## config.mk

```make
export PLATFORM = sky130hd
export DESIGN_NAME = bram_fifo
export DESIGN_NICKNAME = d
export VERILOG_FILES = /design/src/rtl/bram_fifo.sv
export SDC_FILE = /design/constraint.sdc
export NUM_CORES = 1
export LEC_CHECK = 0
export ABC_AREA = 1
export BUFFER_PORTS_ARGS = -buffer_cell sky130_fd_sc_hd__buf_2
export CELL_PAD_IN_SITES_DETAIL_PLACEMENT = 1
export CELL_PAD_IN_SITES_GLOBAL_PLACEMENT = 1
export CORE_MARGIN = 5
export CORE_UTILIZATION = 30
export DETAILED_ROUTE_END_ITERATION = 7
export PLACE_DENSITY_LB_ADDON = 0.12
export SYNTH_ARGS = -nofsm -noshare
export SYNTH_HDL_FRONTEND = slang
export SYNTH_SLANG_ARGS = --single-unit
export TNS_END_PERCENT = 10
```

## constraint.sdc

```tcl
create_clock -name clk -period 4.3 [get_ports clk]
set_input_delay 0.645 -clock clk [delete_from_list [all_inputs] [get_ports clk]]
set_output_delay 0.645 -clock clk [all_outputs]
set_load 0.02 [all_outputs]
```

## src/rtl/bram_fifo.sv

```systemverilog
// ---------------------------------------------------------------------------
// bram_fifo
//   Single-clock FIFO whose storage is one simple dual-port block RAM
//   (bram_dual_port, also defined in this file). The head word is presented
//   straight from the RAM read register. No output flop is added after it.
//
// Ports
//   clk       : single clock, all state on the rising edge
//   rst_n     : synchronous active-low reset
//   in_data   : write word
//   in_valid  : producer offers in_data
//   in_ready  : FIFO accepts a word this cycle (count < NumWords, not in reset)
//   out_data  : head-of-FIFO word (RAM read port output)
//   out_valid : out_data holds a valid word
//   out_ready : consumer takes out_data
//   flush     : synchronous clear of all contents (overrides push/pop)
//   count     : occupancy 0..NumWords (RAM words + presented word)
// ---------------------------------------------------------------------------
module bram_fifo #(
  parameter int WordLengthBits = 8,
  parameter int NumWords       = 128
) (
  input  logic                          clk,
  input  logic                          rst_n,
  input  logic [WordLengthBits-1:0]     in_data,
  input  logic                          in_valid,
  output logic                          in_ready,
  output logic [WordLengthBits-1:0]     out_data,
  output logic                          out_valid,
  input  logic                          out_ready,
  input  logic                          flush,
  output logic [$clog2(NumWords):0]     count
);

  localparam int AW = $clog2(NumWords);
  localparam logic [AW:0]   FULL_COUNT = (AW + 1)'(NumWords);
  localparam logic [AW-1:0] PTR_ONE    = AW'(1);

  logic [AW-1:0] wr_ptr_reg, wr_ptr_next;
  logic [AW-1:0] rd_ptr_reg, rd_ptr_next;
  logic [AW:0]   mem_count_reg, mem_count_next;
  logic          out_valid_reg, out_valid_next;

  logic          push;
  logic          pop;
  logic          load;
  logic          ram_wr_en;
  logic [AW-1:0] ram_rd_addr;

  assign count     = mem_count_reg + {{AW{1'b0}}, out_valid_reg};
  assign in_ready  = (count < FULL_COUNT) & rst_n;
  assign out_valid = out_valid_reg;

  assign push = in_valid & in_ready;
  assign pop  = out_valid_reg & out_ready;

  // Fetch the next word from RAM whenever the output slot is free or is
  // being vacated this cycle.
  assign load = (mem_count_reg != '0) & (~out_valid_reg | pop);

  // When not fetching, keep re-reading the slot of the presented word so the
  // RAM output register holds its value. That slot cannot be overwritten:
  // reaching it would need mem_count = NumWords-1 with out_valid set, which
  // is a full FIFO and therefore in_ready is low.
  assign ram_rd_addr = load ? rd_ptr_reg : (rd_ptr_reg - PTR_ONE);

  // A flushed push is dropped so the RAM is left untouched.
  assign ram_wr_en = push & ~flush;

  always_comb begin
    wr_ptr_next    = wr_ptr_reg;
    rd_ptr_next    = rd_ptr_reg;
    mem_count_next = mem_count_reg;
    out_valid_next = out_valid_reg;

    if (push) begin
      wr_ptr_next = wr_ptr_reg + PTR_ONE;
    end
    if (load) begin
      rd_ptr_next = rd_ptr_reg + PTR_ONE;
    end
    mem_count_next = mem_count_reg + {{AW{1'b0}}, push} - {{AW{1'b0}}, load};

    if (load) begin
      out_valid_next = 1'b1;
    end else if (pop) begin
      out_valid_next = 1'b0;
    end

    if (flush) begin
      wr_ptr_next    = '0;
      rd_ptr_next    = '0;
      mem_count_next = '0;
      out_valid_next = 1'b0;
    end
  end

  always_ff @(posedge clk) begin
    if (!rst_n) begin
      wr_ptr_reg    <= '0;
      rd_ptr_reg    <= '0;
      mem_count_reg <= '0;
      out_valid_reg <= 1'b0;
    end else begin
      wr_ptr_reg    <= wr_ptr_next;
      rd_ptr_reg    <= rd_ptr_next;
      mem_count_reg <= mem_count_next;
      out_valid_reg <= out_valid_next;
    end
  end

  bram_dual_port #(
    .WordLengthBits (WordLengthBits),
    .NumWords       (NumWords)
  ) u_ram (
    .clk     (clk),
    .wr_en   (ram_wr_en),
    .wr_addr (wr_ptr_reg),
    .wr_data (in_data),
    .rd_addr (ram_rd_addr),
    .rd_data (out_data)
  );

endmodule

// ---------------------------------------------------------------------------
// bram_dual_port
//   Simple dual-port RAM: one write port, one read port, registered read
//   (1-cycle latency). A read and a write to the same address on the same
//   edge return the old contents (read-first). Contents are never reset.
//
// Ports
//   clk     : clock
//   wr_en   : write enable
//   wr_addr : write address
//   wr_data : write word
//   rd_addr : read address, sampled every edge
//   rd_data : registered read word
// ---------------------------------------------------------------------------
module bram_dual_port #(
  parameter int WordLengthBits = 8,
  parameter int NumWords       = 128
) (
  input  logic                          clk,
  input  logic                          wr_en,
  input  logic [$clog2(NumWords)-1:0]   wr_addr,
  input  logic [WordLengthBits-1:0]     wr_data,
  input  logic [$clog2(NumWords)-1:0]   rd_addr,
  output logic [WordLengthBits-1:0]     rd_data
);

  logic [WordLengthBits-1:0] mem_reg [NumWords];
  logic [WordLengthBits-1:0] rd_data_reg;

  always_ff @(posedge clk) begin
    if (wr_en) begin
      mem_reg[wr_addr] <= wr_data;
    end
  end

  // Separate process with non-blocking update gives read-first behaviour.
  always_ff @(posedge clk) begin
    rd_data_reg <= mem_reg[rd_addr];
  end

  assign rd_data = rd_data_reg;

endmodule

```

==> flow_summary.yaml <==
cells_and_area:
  fillerInstances: 17425
  largest_register_ffs: 1024
  nets: 4776
  stdcell_count: 6899
  area_delta_synth_final_pct: 14.5
  drive_above_1_share: 0.0765
  design_area_mm2: 0.0540
  multi_input_area_mm2: 0.0109
  seqCellArea_mm2: 0.0314
timing:
  drv_slew: 0
  max_freq_mhz: 258
  tightest_slew_ns: 1.05
  timing.final.crit_share: 0.901
  maxSlewHeadroom: 0.301
  tns_ns: 0
  min_period_ns: 3.87
  final-hold-violation-count: 0
  fin_skew_ns: 0.0235
  setup_viol: 0
  rsz0062_at_grt: "false"
  fin_ws_ns: 0.427
setup_path:
  crit_type: "flip-flop to flip-flop"
  regToRegEndpoint: "u_ram.mem_reg[30][5]"
  endpoint_kind: "flip-flop"
  timing.rr.start: "mem_count_reg[1]"
  crit_required_ns: 4.67
  r2r_cells: 9
  max_stage_delay_ns: 0.67
  reg2reg_slack_ns: 0.43
  cp_common_cell: "nor2_1"
  critPathMaxFanout: 10
  cp_cell_sequence: "ha_1 > nand4_1 > xor2_1 > nor2_1 > nand2_2 > nor2_1 > nand3_2 > buf_4 > nor2_1"
  cp-startpoint: "mem_count_reg[1]"
  crit_slowest_cell: "nand3_2"
  path_buf_inv: 1
  critical_path.startpoint_type: "flip-flop"
  crit_family: "simple AND/OR/NAND/NOR gates"
  arrival_ns: 4.24
drt:
  drcViolationCount: 0
  wirelength_um: 153000
  firstDrtPassIters: 5
  viasPerCell: 4.62
  routedWlPerCell_um: 22.2
  final_antenna_net_count: 0
  drt_iter0_drc: 2021
  vias: 31898
synth:
  synth.cell_area_mm2: 0.0471
  syn_inst: 4679
  synth_flop_cell: "edfxtp_1"
  synth_edf_count: 1024
  synthArstFlopShare: 0
  synth_top_area_share: 0.652
  synth_nets: 4714
  synth_top_area_cell: "edfxtp_1"
  seq_area_frac_synth: 0.665
  synthDistinctLibCells: 43
  yosys-top-cells-area: "edfxtp_1, nand3_1, nand2_1"
  synth.top_cells.by_count: "nand2_1, nand3_1, edfxtp_1"
  avgSynthCellArea_um2: 10.1
  synth_most_common_cell: "nand2_1"
  ys.warnings.count: 0
  ys_ff_latch: 1055
floorplan:
  die_h_um: 406
  placementRows: 145
  start_util: 0.302
  die-area_mm2: 0.165
  die_x_um: 406
  ios: 31
  core_area_mm2: 0.156
clocking:
  clock_path_buffers: 3
  cts_sinks: 1055
  clk_pin_slew_ns: 0.06
  hold_buffers: 0
  cts_buffers: 121
  insertion_delay_ns: 0.75
  cts-root-buf: "clkbuf_16"
  cts_resized: 0
  htreeDepth: 3
  cts_setup_buffers: 0
  cts_tree: "built"
grt:
  track_usage: 0.185
  grt_max_degree: 93
  grt_pass1_wl_um: 225000
  first_global_vias: 32974
  gr-total-overflow: 0
  antenna_found_initial: 4
place:
  post-place-ws_ns: 0.283
  portBuffers: 30
  dp_hpwl_um: 92000
  dpl.cell_count: 6675
  postPlaceCellArea_mm2: 0.0503
  place_congestion: 0.772
worst_hold_path:
  hold_end: "out_valid"
  worst_hold_path.num_cells: 4
  hold_start: "out_ready"
  hold_class: "input pin to flip-flop"
flow_run:
  maxCapViolations: 0
status:
  outcome: "finished, final reports clean"
## through the flow
stage | hold WS (ns) | utilization
floorplan | 0.468 | -
global placement | 0.490 | 0.322
detailed placement | 0.496 | 0.322
CTS | 0.304 | 0.346
global route | 0.364 | 0.346
finish | 0.367 | 0.346
## cells by family (layout without fill, tap and decap cells)
logic type      count (synthesis)  after routing  share of synthesized area
simple gates                 2306           2306                      0.215
buf+inv                      1242           1400                      0.106
flops                        1055           1055                      0.665
compound gates                 43             44                    0.00496
fa+ha+maj                      22             22                    0.00600
xor+xnor                       11             11                    0.00276
other cells                     0              3                          0
## per-layer routing
metal,GRT usage,routed length [µm],up-vias
met1,0.256,72200,16023
met4,0.0473,3370,0
met5,0,0,-
met2,0.306,71700,456
li1,-,-,15244
met3,0.0254,5890,175
## placed cells by master, fill, tap and decap left out, types with 3 or more instances in the layout
| cell type | Yosys | final |
|---|---|---|
| edfxtp_1 | 1024 | 1024 |
| nand4_1 | 4 | 4 |
| a21oi_1 | 19 | 19 |
| ha_1 | 21 | 21 |
| clkbuf_16 | 0 | 122 |
| clkinv_2 | 0 | 18 |
| clkbuf_1 | 17 | 42 |
| buf_4 | 25 | 105 |
| inv_1 | 1005 | 1004 |
| clkbuf_8 | 1 | 6 |
| xor2_4 | 1 | 3 |
| nand2_2 | 4 | 4 |
| dfxtp_1 | 31 | 31 |
| buf_2 | 181 | 22 |
| nor2_1 | 143 | 143 |
| xor2_1 | 7 | 6 |
| diode_2 | 0 | 3 |
| buf_12 | 0 | 37 |
| nand3_1 | 1032 | 1027 |
| nand2_1 | 1095 | 1093 |
| clkinv_1 | 1 | 22 |
| o21ai_0 | 15 | 15 |
| buf_6 | 2 | 8 |
| nor3_1 | 6 | 6 |
| nand3_2 | 12 | 17 |
| bufinv_16 | 0 | 3 |
| inv_6 | 0 | 4 |
| o21ai_4 | 0 | 3 |
## worst max path at each step
stage                                      end  slack, ns  depth (start not counted)
after floorplan               mem_count_reg[6]       0.95                         16
after CTS                     u_ram.rd_data[4]       0.29                         17
after detailed placement      u_ram.rd_data[4]       0.28                         15
after global routing      u_ram.mem_reg[94][3]       0.17                          9
final                     u_ram.mem_reg[30][5]       0.43                          9
after global placement        u_ram.rd_data[5]       0.28                         14
## worst register-to-register path: cells and delay by family, from the launching register on
| family | cells | cell delay (ns) |
|---|---|---|
| xor+xnor | 1 | 0.19 |
| fa+ha+maj | 1 | 0.26 |
| buf+inv | 1 | 0.48 |
| flops | 1 | 0.50 |
| simple gates | 6 | 2.09 |
## area by class of cell
class / count / area share
antenna: 3 / 0.000139
clock buffer: 170 / 0.0610
clock inverter: 50 / 0.00640
inverter: 1008 / 0.0701
multi-input combinational: 2383 / 0.202
sequential: 1055 / 0.581
tap: 2058 / 0.0477
timing repair buffer: 172 / 0.0320
Power is not shown: default switching activity piles up to over one toggle a cycle in this logic, so the estimate is an artifact.
